`src/rtl/sort_sequencer.sv`:
```
`default_nettype none
// ============================================================================
// Module   : sort_sequencer
// Brief    : In-place ascending bubble sort of signed doublewords in data
//            memory, using the shared core ALU for every compare.
// Revision : 1.0
// ============================================================================
module sort_sequencer #(
    parameter int DATA_W = 64,
    parameter int ADDR_W = 64,
    parameter int CNT_W  = 8
) (
    input  logic              i_clk,
    input  logic              i_reset,
    input  logic              i_start,
    input  logic [ADDR_W-1:0] i_base_addr,
    input  logic [CNT_W-1:0]  i_count,
    output logic              o_busy,
    output logic              o_done,
    output logic [15:0]       o_swap_count,
    output logic [ADDR_W-1:0] o_mem_addr,
    output logic              o_mem_rd_en,
    input  logic [DATA_W-1:0] i_mem_rdata,
    output logic              o_mem_wr_en,
    output logic [DATA_W-1:0] o_mem_wdata,
    output logic              o_alu_req,
    input  logic              i_alu_gnt,
    output logic [3:0]        o_alu_op,
    output logic [DATA_W-1:0] o_alu_a,
    output logic [DATA_W-1:0] o_alu_b,
    input  logic [DATA_W-1:0] i_alu_result
);

    localparam logic [3:0] c_OP_SUB = 4'b0110;

    typedef enum logic [2:0] {
        S_IDLE = 3'd0,
        S_RD0  = 3'd1,
        S_RD1  = 3'd2,
        S_CAP  = 3'd3,
        S_CMP  = 3'd4,
        S_WR0  = 3'd5,
        S_WR1  = 3'd6,
        S_FIN  = 3'd7
    } state_t;

    state_t             r_state;
    state_t             w_state_nxt;
    logic [ADDR_W-1:0]  r_base;
    logic [CNT_W-1:0]   r_cnt;
    logic [CNT_W-1:0]   r_i;
    logic [CNT_W-1:0]   r_j;
    logic [DATA_W-1:0]  r_ea;
    logic [DATA_W-1:0]  r_eb;
    logic               r_swapped;
    logic [15:0]        r_swap_count;
    logic               r_busy;
    logic               r_done;
    logic [ADDR_W-1:0]  r_mem_addr;
    logic               r_mem_rd_en;
    logic               r_mem_wr_en;
    logic [DATA_W-1:0]  r_mem_wdata;
    logic               r_alu_req;
    logic [3:0]         r_alu_op;
    logic [DATA_W-1:0]  r_alu_a;
    logic [DATA_W-1:0]  r_alu_b;

    logic [ADDR_W-1:0]  w_base_nxt;
    logic [CNT_W-1:0]   w_cnt_nxt;
    logic [CNT_W-1:0]   w_i_nxt;
    logic [CNT_W-1:0]   w_j_nxt;
    logic               w_swapped_nxt;
    logic [15:0]        w_swap_count_nxt;
    logic               w_advance;
    logic [CNT_W:0]     w_j_inc;
    logic [CNT_W:0]     w_i_inc;
    logic [CNT_W:0]     w_cnt_m1;
    logic [CNT_W:0]     w_pass_len;
    logic               w_addr_upd;
    logic               w_addr_hi;
    logic [ADDR_W-1:0]  w_addr_nxt;

    // One-wider arithmetic keeps the pass-limit compare free of wraparound.
    assign w_j_inc    = {1'b0, r_j} + (CNT_W+1)'(1);
    assign w_i_inc    = {1'b0, r_i} + (CNT_W+1)'(1);
    assign w_cnt_m1   = {1'b0, r_cnt} - (CNT_W+1)'(1);
    assign w_pass_len = w_cnt_m1 - {1'b0, r_i};

    always_comb begin
        w_state_nxt      = r_state;
        w_base_nxt       = r_base;
        w_cnt_nxt        = r_cnt;
        w_i_nxt          = r_i;
        w_j_nxt          = r_j;
        w_swapped_nxt    = r_swapped;
        w_swap_count_nxt = r_swap_count;
        w_advance        = 1'b0;
        case (r_state)
            S_IDLE: begin
                if (i_start) begin
                    if (i_count < CNT_W'(2)) begin
                        w_state_nxt = S_FIN;
                    end else begin
                        w_base_nxt       = i_base_addr;
                        w_cnt_nxt        = i_count;
                        w_i_nxt          = '0;
                        w_j_nxt          = '0;
                        w_swapped_nxt    = 1'b0;
                        w_swap_count_nxt = '0;
                        w_state_nxt      = S_RD0;
                    end
                end
            end
            S_RD0: w_state_nxt = S_RD1;
            S_RD1: w_state_nxt = S_CAP;
            S_CAP: w_state_nxt = S_CMP;
            S_CMP: begin
                if (i_alu_gnt) begin
                    // eb - ea negative means the pair is out of order.
                    if (i_alu_result[DATA_W-1]) begin
                        w_swapped_nxt = 1'b1;
                        if (r_swap_count != 16'hFFFF) begin
                            w_swap_count_nxt = r_swap_count + 16'd1;
                        end
                        w_state_nxt = S_WR0;
                    end else begin
                        w_advance = 1'b1;
                    end
                end
            end
            S_WR0: w_state_nxt = S_WR1;
            S_WR1: w_advance = 1'b1;
            S_FIN: w_state_nxt = S_IDLE;
            default: w_state_nxt = S_IDLE;
        endcase

        if (w_advance) begin
            if (w_j_inc < w_pass_len) begin
                w_j_nxt     = w_j_inc[CNT_W-1:0];
                w_state_nxt = S_RD0;
            end else if (!r_swapped || (w_i_inc == w_cnt_m1)) begin
                w_state_nxt = S_FIN;
            end else begin
                w_i_nxt       = w_i_inc[CNT_W-1:0];
                w_j_nxt       = '0;
                w_swapped_nxt = 1'b0;
                w_state_nxt   = S_RD0;
            end
        end
    end

    // Outputs are registered from the next state so strobes line up with it.
    assign w_addr_upd = (w_state_nxt == S_RD0) || (w_state_nxt == S_RD1) ||
                        (w_state_nxt == S_WR0) || (w_state_nxt == S_WR1);
    assign w_addr_hi  = (w_state_nxt == S_RD1) || (w_state_nxt == S_WR1);
    assign w_addr_nxt = w_base_nxt + (ADDR_W'(w_j_nxt) << 3) +
                        (w_addr_hi ? ADDR_W'(8) : ADDR_W'(0));

    always_ff @(posedge i_clk or posedge i_reset) begin
        if (i_reset) begin
            r_state <= S_IDLE;
        end else begin
            r_state <= w_state_nxt;
        end
    end

    always_ff @(posedge i_clk or posedge i_reset) begin
        if (i_reset) begin
            r_base       <= '0;
            r_cnt        <= '0;
            r_i          <= '0;
            r_j          <= '0;
            r_ea         <= '0;
            r_eb         <= '0;
            r_swapped    <= 1'b0;
            r_swap_count <= '0;
            r_busy       <= 1'b0;
            r_done       <= 1'b0;
            r_mem_addr   <= '0;
            r_mem_rd_en  <= 1'b0;
            r_mem_wr_en  <= 1'b0;
            r_mem_wdata  <= '0;
            r_alu_req    <= 1'b0;
            r_alu_op     <= 4'b0000;
            r_alu_a      <= '0;
            r_alu_b      <= '0;
        end else begin
            r_base       <= w_base_nxt;
            r_cnt        <= w_cnt_nxt;
            r_i          <= w_i_nxt;
            r_j          <= w_j_nxt;
            r_swapped    <= w_swapped_nxt;
            r_swap_count <= w_swap_count_nxt;
            if (r_state == S_RD1) begin
                r_ea <= i_mem_rdata;
            end
            if (r_state == S_CAP) begin
                r_eb    <= i_mem_rdata;
                r_alu_a <= i_mem_rdata;
                r_alu_b <= r_ea;
            end
            r_busy      <= (w_state_nxt != S_IDLE) && (w_state_nxt != S_FIN);
            r_done      <= (w_state_nxt == S_FIN);
            r_mem_rd_en <= (w_state_nxt == S_RD0) || (w_state_nxt == S_RD1);
            r_mem_wr_en <= (w_state_nxt == S_WR0) || (w_state_nxt == S_WR1);
            if (w_addr_upd) begin
                r_mem_addr <= w_addr_nxt;
            end
            if (w_state_nxt == S_WR0) begin
                r_mem_wdata <= r_eb;
            end else if (w_state_nxt == S_WR1) begin
                r_mem_wdata <= r_ea;
            end
            r_alu_req <= (w_state_nxt == S_CMP);
            r_alu_op  <= (w_state_nxt == S_CMP) ? c_OP_SUB : 4'b0000;
        end
    end

    assign o_busy       = r_busy;
    assign o_done       = r_done;
    assign o_swap_count = r_swap_count;
    assign o_mem_addr   = r_mem_addr;
    assign o_mem_rd_en  = r_mem_rd_en;
    assign o_mem_wr_en  = r_mem_wr_en;
    assign o_mem_wdata  = r_mem_wdata;
    assign o_alu_req    = r_alu_req;
    assign o_alu_op     = r_alu_op;
    assign o_alu_a      = r_alu_a;
    assign o_alu_b      = r_alu_b;

endmodule
`default_nettype wire

```
`config.mk`:
```
export PLATFORM = sky130hd
export DESIGN_NAME = sort_sequencer
export DESIGN_NICKNAME = d
export VERILOG_FILES = /design/src/rtl/sort_sequencer.sv
export SDC_FILE = /design/constraint.sdc
export NUM_CORES = 1
export LEC_CHECK = 0
export ABC_AREA = 1
export CAP_MARGIN = 20
export CORE_MARGIN = 4
export CORE_UTILIZATION = 50
export DETAILED_ROUTE_END_ITERATION = 10
export PLACE_DENSITY = 0.79
export SYNTH_ARGS = -nofsm -noshare
export SYNTH_HDL_FRONTEND = slang
export SYNTH_SLANG_ARGS = --single-unit
export TNS_END_PERCENT = 30
```
`constraint.sdc`:
```
create_clock -name i_clk -period 27 [get_ports i_clk]
set_input_delay 6.75 -clock i_clk [delete_from_list [all_inputs] [get_ports i_clk]]
set_output_delay 6.75 -clock i_clk [all_outputs]
set_load 0.02 [all_outputs]
```
==> results of run 1 <==
[through the flow]
step	cells	utilization	hold slack, ps	setup slack (ps)	total power [mW]
2_1_floorplan	2775	-	445	8190	2.45
3_3_place_gp	3680	0.619	459	14900	3.18
3_5_place_dp	3680	0.619	462	14820	3.25
4_1_cts	3763	0.655	479	15430	3.92
5_1_grt	3766	0.656	503	14950	4.22
6_report	3766	0.656	478	15340	3.91
[layer usage]
layer | global-route usage | share of wire | vias up | wire, um
li1 | - | - | 9407 | -
met5 | 0 | 0.00020 | - | 13
met2 | 0.454 | 0.47 | 766 | 31400
met3 | 0.0501 | 0.068 | 184 | 4530
met1 | 0.368 | 0.41 | 9468 | 27200
met4 | 0.136 | 0.053 | 2 | 3510
[final cells by class]
cell class | instances | area, sq um | share of cell area
Sequential cell | 433 | 10800 | 0.390
Multi-Input combinational cell | 1929 | 9220 | 0.331
Timing Repair Buffer | 436 | 4320 | 0.155
Clock buffer | 68 | 1350 | 0.0484
Inverter | 305 | 1150 | 0.0414
Tap cell | 577 | 722 | 0.0260
Clock inverter | 15 | 209 | 0.00751
Antenna cell | 3 | 7.51 | 0.000270
[cells by family after synthesis]
group / Yosys count / synth area share
compound gates: 259 / 0.0639
xor+xnor: 30 / 0.0121
fa+ha+maj: 42 / 0.0253
buf+inv: 413 / 0.0760
flops: 433 / 0.500
mux: 64 / 0.0333
other cells: 1 / 0.000173
simple gates: 1532 / 0.289
[registers in the layout, indices dropped and copies added, names as in the netlist]
register / flops
o_alu_a: 64
r_base: 64
r_state: 3
o_swap_count: 16
o_mem_wdata: 64
o_busy: 1
o_mem_wr_en: 1
o_done: 1
r_cnt: 8
o_alu_b: 64
o_mem_rd_en: 1
r_swapped: 1
r_i: 8
r_ea: 64
r_j: 8
o_alu_op: 1
o_mem_addr: 64
[report_power, final]
group	internal, mW	switching, mW
clock network	0.385	0.265
logic	0.778	1.36
registers	0.961	0.162
total	2.12	1.78
[cell usage after synthesis (3+ instances only)]
| master | n |
|---|---|
| o21bai_1 | 4 |
| buf_2 | 29 |
| clkbuf_1 | 56 |
| nand2_2 | 10 |
| nor3_2 | 3 |
| nand3b_1 | 32 |
| buf_4 | 10 |
| a21oi_1 | 26 |
| fa_1 | 3 |
| buf_1 | 10 |
| nand3_1 | 127 |
| nor2_4 | 4 |
| nor2_2 | 16 |
| o21ai_0 | 185 |
| nor2_1 | 319 |
| nand4_1 | 25 |
| inv_2 | 10 |
| inv_1 | 294 |
| xor2_1 | 23 |
| nor3_1 | 6 |
| mux2_2 | 64 |
| xnor2_1 | 7 |
| buf_6 | 3 |
| dfrtp_1 | 433 |
| o21ai_1 | 6 |
| a31oi_1 | 24 |
| nand2_1 | 980 |
| o21a_1 | 3 |
| ha_1 | 39 |
[how the worst max path moves through the flow]
stage,startpoint,to,slack [ps],cells after the start
after floorplan,i_reset,o_alu_a[0],8190,1
after global placement,i_count[3],o_mem_addr[56],14900,28
after detailed placement,i_count[7],o_mem_addr[56],14820,28
after CTS,i_count[7],o_mem_addr[56],15430,28
after global routing,i_count[7],o_mem_addr[42],14950,29
final,i_count[3],o_mem_addr[56],15340,28
[worst max-delay path, cell delays in order]
cell             delay [ps]
clkdlybuf4s50_1         420
nor2_1                  110
nand2_1                 120
inv_2                    70
nand2_2                  40
buf_4                   310
inv_1                   160
nand3_1                  80
nand2_1                  70
nand2_1                  50
a21oi_1                 300
ha_1                    280
fa_1                    190
ha_1                    220
inv_1                    70
fa_1                    380
inv_1                   100
nand2_1                  70
o21ai_1                 250
inv_1                    70
o21ai_1                 570
nand3_2                 270
nor2_4                  260
nand4_1                 180
nor2_1                  380
nand3_1                 120
nand3_1                 100
nand2_1                  70
==> reports/metrics.yaml, run 1 <==
run_status:
  status: "finished clean"
final_layout:
  final_nets: 3398
  final_cell_mix: "nand2_1 (978), dfrtp_1 (433), clkdlybuf4s50_1 (419)"
  fin_area_sq_um: 27800
  fillerInstances: 3564
  syn_to_final_growth_pct: 28.4
  final_layout_size_suffix_gt1_frac: 0.0650
  layout_commonest_cell: "nand2_1"
cts:
  cts_max_level: 2
  post_cts.repair.setup_buffers: 0
  ctsResizeCount: 0
  clk_latency_ps: 570
  cts_root_buf: "clkbuf_16"
  clk_path_buf_depth: 3
  numCtsBuffers: 47
  cts_tree: "built"
  cts.clk_slew.worst_paths_ps: 60
  ctsHoldBuffers: 0
  clock_sinks: 433
yosys:
  synth_top_cell_area_share: 0.500
  postSynthCellCount: 2774
  synth_top_area_cell: "dfrtp_1"
  synthArstFlopShare: 1.00
  synth_seq_area_share: 0.500
  syn_area_per_cell_sq_um: 7.81
  ys.flop_type: "dfrtp_1"
  synth.area.top_cells: "dfrtp_1 (50%), nand2_1 (17%), nor2_1 (5.5%)"
  ys_warn_count: 0
  synth_edf_count: 0
  synth-seq-cells: 433
  syn_area_sq_um: 21700
  ys_types: 49
critical_path:
  worstSetupPathType: "in -> reg"
  critPathCaptureType: "flip-flop"
  cp-start-kind: "primary input"
  r2r_start: "r_cnt[0]"
  regToRegSetupSlack_ps: 19200
  crit_path_max_fanout: 60
  critical_path_required_ps: 27450
  worstPathArrival_ps: 12110
  r2r_end: "o_mem_addr[56]"
  worst_r2r_path_depth: 39
placed_design:
  gp_congestion: 0.943
  placed_area_sq_um: 26200
  io_buffers: 419
  hpwl_mm: 47.7
timing:
  final_hold_viol_count: 0
  fmax_ghz: 0.0858
  worst_pin_slew_ps: 1110
  setup_viol: 0
  report.final.slew_viol_count: 0
  rsz0062_at_grt: "no"
  finalCriticalPeriod_ps: 11660
  timing.final.crit_share: 0.432
  skew_ps: 16.9
  slew_headroom: 0.261
  fin_tns_setup_ps: 0
worst_hold_path:
  hp-class: "reg -> reg"
  hold_end: "o_mem_addr[35]"
  whs_path_depth: 2
  hp-start: "o_mem_addr[35]"
drt:
  num_vias: 19827
  via_per_inst: 5.26
  drt-total-wl_mm: 66.6
  post_drt_wl_per_cell_um: 17.7
  drt_iter0_drc: 1801
  drc_errors: 0
  ant_nets: 0
  drt_pass1_iterations: 6
global_routing:
  gr-usage-all-layers: 0.281
  grt_pass1_wl_mm: 106
  grt_max_degree: 112
  overflow: 0
  grt_pass1_vias: 19784
  grt_antenna_before_repair: 5
die:
  fp.dieH_um: 216
  core_region_area_sq_um: 42400
  ios: 485
  rows: 75
  die_x_um: 216
  initial_core_util: 0.511
  dieArea_sq_um: 46700
pwr:
  p_leak_nw: 13.8
  p_per_area_nw_per_um2: 141
  vdd_drop_max_mv: 0.138
run:
  cap_violations: 0
Note: power is estimated with default switching activity, not from simulation.
==> inputs of run 2 (changes only) <==
- CORE_UTILIZATION: 50 -> 46
- PLACE_DENSITY: 0.79 -> 0.77
- clock period: 27 -> 9.5 ns (I/O delays scaled with it)
==> run 2 against run 1 <==
  * Combinational power increased to 2.9 times the previous value
  * Largest power group unchanged
  * Total power increased to 2.9 times the previous value
  * Critical path type is now reg -> reg
  * Final area is 0.38% higher
  * Clock power rose to 2.9 times the previous value
  * Critical path depth is 12 higher
  * Die area rose by 8.4%
  * Critical endpoint is now o_mem_addr[42]
  * First-iteration DRC count down 11%
  * Non-clock buffer count is 1 higher
==> reports/metrics.yaml, run 2 (synthesis gave the netlist of run 1 again) <==
final_layout:
  instances_no_fill: 3799  # +0.88%
  final_nets: 3399  # +0.029%
  final_core_util: 0.600  # -0.0560
  fillerInstances: 4051  # +14%
  multi_input_area_sq_um: 9220  # unchanged
  final_layout_size_suffix_gt1_frac: 0.0683  # +0.00337
  final_cell_mix: "nand2_1 (978), dfrtp_1 (433), clkdlybuf4s50_1 (419)"
  layout_commonest_cell: "nand2_1"
  ff_latch_area_sq_um: 10800  # unchanged
  syn_to_final_growth_pct: 28.8
drt:
  drt_iter0_drc: 1605  # -11%
  drt-total-wl_mm: 66.9  # +0.43%
  via_per_inst: 5.19  # -1.5%
  ant_nets: 0  # unchanged
  num_vias: 19709  # -0.60%
  drc_errors: 0  # unchanged
  post_drt_wl_per_cell_um: 17.6  # -0.45%
  drt_pass1_iterations: 6  # unchanged
cts:
  post_cts.repair.setup_buffers: 0  # unchanged
  cts_max_level: 2  # unchanged
  clk_latency_ps: 580  # about the same
  numCtsBuffers: 47  # unchanged
  clk_path_buf_depth: 3  # unchanged
  cts_tree: "built"
  ctsResizeCount: 0  # unchanged
  clock_sinks: 433  # unchanged
  cts_root_buf: "clkbuf_16"
  ctsHoldBuffers: 0  # unchanged
  cts.clk_slew.worst_paths_ps: 60  # about the same
die:
  initial_core_util: 0.465  # -0.0454
  fp.dieH_um: 225  # +4.1%
  rows: 79  # +5.3%
  die_x_um: 225  # +4.1%
  core_region_area_sq_um: 46600  # +9.8%
  ios: 485  # unchanged
  dieArea_sq_um: 50600  # +8.4%
global_routing:
  grt_pass1_wl_mm: 104  # -1.8%
  overflow: 0  # unchanged
  grt_max_degree: 173  # +54%
  grt_pass1_vias: 19105  # -3.4%
  gr-usage-all-layers: 0.256  # -0.0241
  grt_antenna_before_repair: 1  # -4
run:
  cap_violations: 0  # unchanged
worst_hold_path:
  hp-start: "o_mem_wdata[52]"
  hp-class: "reg -> reg"
  whs_path_depth: 2  # unchanged
  hold_end: "o_mem_wdata[52]"
timing:
  hold_ws_ps: 476  # -1.93 ps
  timing.final.crit_share: 0.770
  skew_ps: 20.6  # +3.71 ps
  final_hold_viol_count: 0  # unchanged
  slew_headroom: 0.287  # +0.0262
  report.final.slew_viol_count: 0  # unchanged
  worst_pin_slew_ps: 1070  # -39.2 ps
  fin_tns_setup_ps: 0  # unchanged
  finalCriticalPeriod_ps: 7320
  fmax_ghz: 0.137
  rsz0062_at_grt: "no"
  setup_viol: 0  # unchanged
critical_path:
  slowest_stage: "dfrtp_1"
  critical_path_required_ps: 9960  # -17490 ps
  regToRegSetupSlack_ps: 2180  # -17020 ps
  cp_slowest_stage_delay_ps: 410  # -160 ps
  cp-start-kind: "flip-flop"
  worst_r2r_path_depth: 40  # +2.6%
  r2r_end: "o_mem_addr[42]"
  crit_top_cell: "nand2_1"
  worstPathArrival_ps: 7780  # -4330 ps
  worstSetupPathType: "reg -> reg"
  crit_path_max_fanout: 9  # -85%
  r2r_start: "r_cnt[0]"
  critPathCaptureType: "flip-flop"
pwr:
  p_leak_nw: 13.8  # +0.29%
  vdd_drop_max_mv: 0.258  # +87%
  p_per_area_nw_per_um2: 400  # +180%
placed_design:
  place_inst: 3711  # +0.84%
  hpwl_mm: 47.6  # -0.10%
  io_buffers: 419  # unchanged
  gp_congestion: 0.980  # +3.9%
run_status:
  status: "finished clean"
-- run 2: report_power, final --
group          leakage, nW  switching (mW)  internal, mW
clock network        0.783           0.773          1.10
registers             5.28           0.459          2.73
logic                 7.78            3.88          2.23
total                 13.8            5.11          6.06
-- run 2: how the worst max path moves through the flow --
stage	start	to	slack (ps)	cells after the start
2_1_floorplan	i_reset	o_alu_a[0]	1280	1
3_3_place_gp	i_start	o_mem_addr[42]	2080	25
3_5_place_dp	i_start	o_mem_addr[42]	2010	25
4_1_cts	r_cnt[0]	o_mem_addr[42]	2270	40
5_1_grt	r_cnt[0]	o_mem_addr[42]	1540	42
6_report	r_cnt[0]	o_mem_addr[42]	2180	40
-- run 2: layer usage --
metal  wire [um]  up-vias  share of wire  GRT usage
li1            -     9437              -          -
met1       27700     9368           0.41      0.341
met2       31200      733           0.47      0.414
met3        4690      171          0.070     0.0448
met4        3330        0          0.050      0.114
met5           0        -              0          0
-- run 2: layout make-up --
cell class | instances | share of cell area
Sequential cell | 433 | 0.388
Multi-Input combinational cell | 1929 | 0.330
Timing Repair Buffer | 437 | 0.156
Clock buffer | 61 | 0.0476
Inverter | 305 | 0.0411
Tap cell | 607 | 0.0272
Clock inverter | 25 | 0.00910
Antenna cell | 2 | 0.000179
-- run 2: through the flow --
stage / instance area (sq um) / power, mW / setup WS (ps)
finish: 27900 / 11.2 / 2180
detailed placement: 26300 / 9.29 / 2010
CTS: 27900 / 11.2 / 2270
global route: 27900 / 12.0 / 1540
floorplan: 21700 / 6.95 / 1280
global placement: 26300 / 9.12 / 2080
-- run 2: critical path: cells and delay by family, from the launching register on --
kind                       cells  cell delay (ps)
buffers and inverters          7              710
AOI/OAI and AO/OA              9             1730
adders and majority gates      7             1910
DFF                            1              410
xor gates and xnor gates       1              130
and+or+nand+nor               16             2300
==> inputs of run 3 (changes only) <==
- CORE_UTILIZATION: 46 -> 50
- PLACE_DENSITY: 0.77 -> 0.79
- clock period: 9.5 -> 7.3 ns (I/O delays scaled with it)
==> run 3 against run 2 <==
  * Via count up 1.1%
  * Register-to-register slack worse by 1600 ps
  * Sequential cell count unchanged
  * Die area down 7.7%
  * Fmax up 9.6%
  * Sequential share of layout area down 0.21 points
  * Critical path depth up 2
  * First-iteration DRC count up 17%
  * Highest routed layer unchanged
==> reports/metrics.yaml, run 3 (synthesis gave the netlist of run 1 again) <==
critical_path:
  crit_path_max_fanout: 9  # unchanged
  cp_slowest_stage_delay_ps: 390  # -20 ps
  worstSetupPathType: "reg -> reg"
  worst_r2r_path_depth: 42  # +5.0%
  critical_path_required_ps: 7780  # -2180 ps
  regToRegSetupSlack_ps: 620  # -1560 ps
  cp-start-kind: "flip-flop"
  critPathCaptureType: "flip-flop"
  slowest_stage: "dfrtp_1"
  crit_top_cell: "nand2_1"
  worstPathArrival_ps: 7150  # -630 ps
final_layout:
  final_core_util: 0.662  # +0.0621
  final_cell_mix: "nand2_1 (977), dfrtp_1 (433), clkdlybuf4s50_1 (419)"
  layout_commonest_cell: "nand2_1"
  final_layout_size_suffix_gt1_frac: 0.0709  # +0.00255
  instances_no_fill: 3782  # -0.45%
  fillerInstances: 3567  # -12%
  syn_to_final_growth_pct: 29.5
  final_nets: 3409  # +0.29%
drt:
  drt-total-wl_mm: 66.7  # -0.29%
  post_drt_wl_per_cell_um: 17.6  # +0.16%
  via_per_inst: 5.27  # +1.5%
  drc_errors: 0  # unchanged
  drt_iter0_drc: 1876  # +17%
  ant_nets: 0  # unchanged
  num_vias: 19916  # +1.1%
  drt_pass1_iterations: 5  # -1
timing:
  skew_ps: 20.0  # -0.614 ps
  timing.final.crit_share: 0.915  # +0.144
  rsz0062_at_grt: "no"
  report.final.slew_viol_count: 0  # unchanged
  hold_ws_ps: 478  # +2.34 ps
  final_hold_viol_count: 0  # unchanged
  fmax_ghz: 0.150  # +9.6%
  setup_viol: 0  # unchanged
  layout_setup_ws_ps: 623  # -1560 ps
  worst_pin_slew_ps: 1010  # -55.8 ps
  finalCriticalPeriod_ps: 6680  # -641 ps
  slew_headroom: 0.325  # +0.0372
placed_design:
  hpwl_mm: 48.3  # +1.4%
  place_inst: 3689  # -0.59%
  pre_cts_ws_ps: 297  # -1710 ps
  gp_congestion: 0.980  # about the same
  io_buffers: 419  # unchanged
worst_hold_path:
  hp-class: "reg -> reg"
  whs_path_depth: 2  # unchanged
global_routing:
  grt_max_degree: 145  # -16%
  grt_pass1_vias: 19910  # +4.2%
  gr-usage-all-layers: 0.280  # +0.0233
  overflow: 0  # unchanged
  grt_pass1_wl_mm: 106  # +1.8%
  grt_antenna_before_repair: 3  # +2
die:
  rows: 75  # -5.1%
  fp.dieH_um: 216  # -3.9%
  ios: 485  # unchanged
  core_region_area_sq_um: 42400  # -8.9%
  dieArea_sq_um: 46700  # -7.7%
  die_x_um: 216  # -3.9%
  initial_core_util: 0.511  # +0.0454
pwr:
  p_total_mw: 14.7  # +32%
  vdd_drop_max_mv: 0.553  # +110%
  p_per_area_nw_per_um2: 525  # +31%
  p_leak_nw: 13.9  # +0.64%
cts:
  ctsHoldBuffers: 0  # unchanged
  cts.clk_slew.worst_paths_ps: 60  # about the same
  cts_tree: "built"
  clk_path_buf_depth: 3  # unchanged
  cts_max_level: 2  # unchanged
  clk_latency_ps: 590  # about the same
  cts_root_buf: "clkbuf_16"
  numCtsBuffers: 47  # unchanged
  clock_sinks: 433  # unchanged
run_status:
  status: "finished clean"
run:
  cap_violations: 0  # unchanged
run 3: cell types whose count changed in the layout (fill, tap and decap cells not counted), moves of 3 or more:
| cell | delta |
|---|---|
| clkinvlp_4 | -3 |
| clkbuf_8 | +4 |
| clkinv_2 | -8 |
| buf_4 | +8 |
| o21ai_0 | -3 |
| clkbuf_1 | +8 |
run 3: what timing repair did:
item / in CTS / in global routing
endpoints found under the setup margin: 0 / 18
hold endpoints to repair: 0 / 0
setup buffers: 0 / 2
resized for setup: 0 / 8
run 3: critical path: cells and delay by family (launching register included):
| kind | cells | cell delay [ps] |
|---|---|---|
| buf+inv | 6 | 470 |
| simple gates | 20 | 2350 |
| flops | 1 | 390 |
| xor+xnor | 1 | 150 |
| fa+ha+maj | 7 | 1860 |
| compound gates | 8 | 1350 |
run 3: path summary, 6_finish.rpt:
kind	start	to
worst max-delay path	r_cnt[0]	o_mem_addr[38]
worst min-delay path	o_mem_wdata[44]	o_mem_wdata[44]
worst max register to register	r_cnt[0]	o_mem_addr[38]
worst min register to register	o_mem_wdata[44]	o_mem_wdata[44]
max in group asynchronous	i_reset	r_ea[48]
min in group asynchronous	i_reset	o_mem_wdata[58]
run 3: power by group:
group | switching [mW] | internal (mW) | leakage (nW) | total, mW
logic | 5.07 | 2.95 | 7.84 | 8.02
registers | 0.605 | 3.55 | 5.28 | 4.16
clock network | 0.995 | 1.55 | 0.813 | 2.54
run 3: layer usage:
metal	track usage	routed length [um]	vias up	part of all wire
met5	0	0	-	0
met4	0.116	3000	0	0.045
met3	0.0546	4640	158	0.070
met2	0.465	31900	741	0.48
met1	0.361	27200	9582	0.41
li1	-	-	9435	-
run 3: stage by stage:
stage	cell area, sq um	TNS [ps]
global route	28100	0
finish	28100	0
floorplan	21700	-161220
CTS	28000	0
global placement	26400	0
detailed placement	26400	0
run 3: final cells by class:
type,instances,area [sq um],area share
Clock inverter,15,243,0.00865
Inverter,305,1150,0.0409
Tap cell,577,722,0.0257
Timing Repair Buffer,447,4470,0.159
Sequential cell,433,10800,0.386
Clock buffer,73,1420,0.0504
Multi-Input combinational cell,1929,9230,0.329
Antenna cell,3,7.51,0.000267
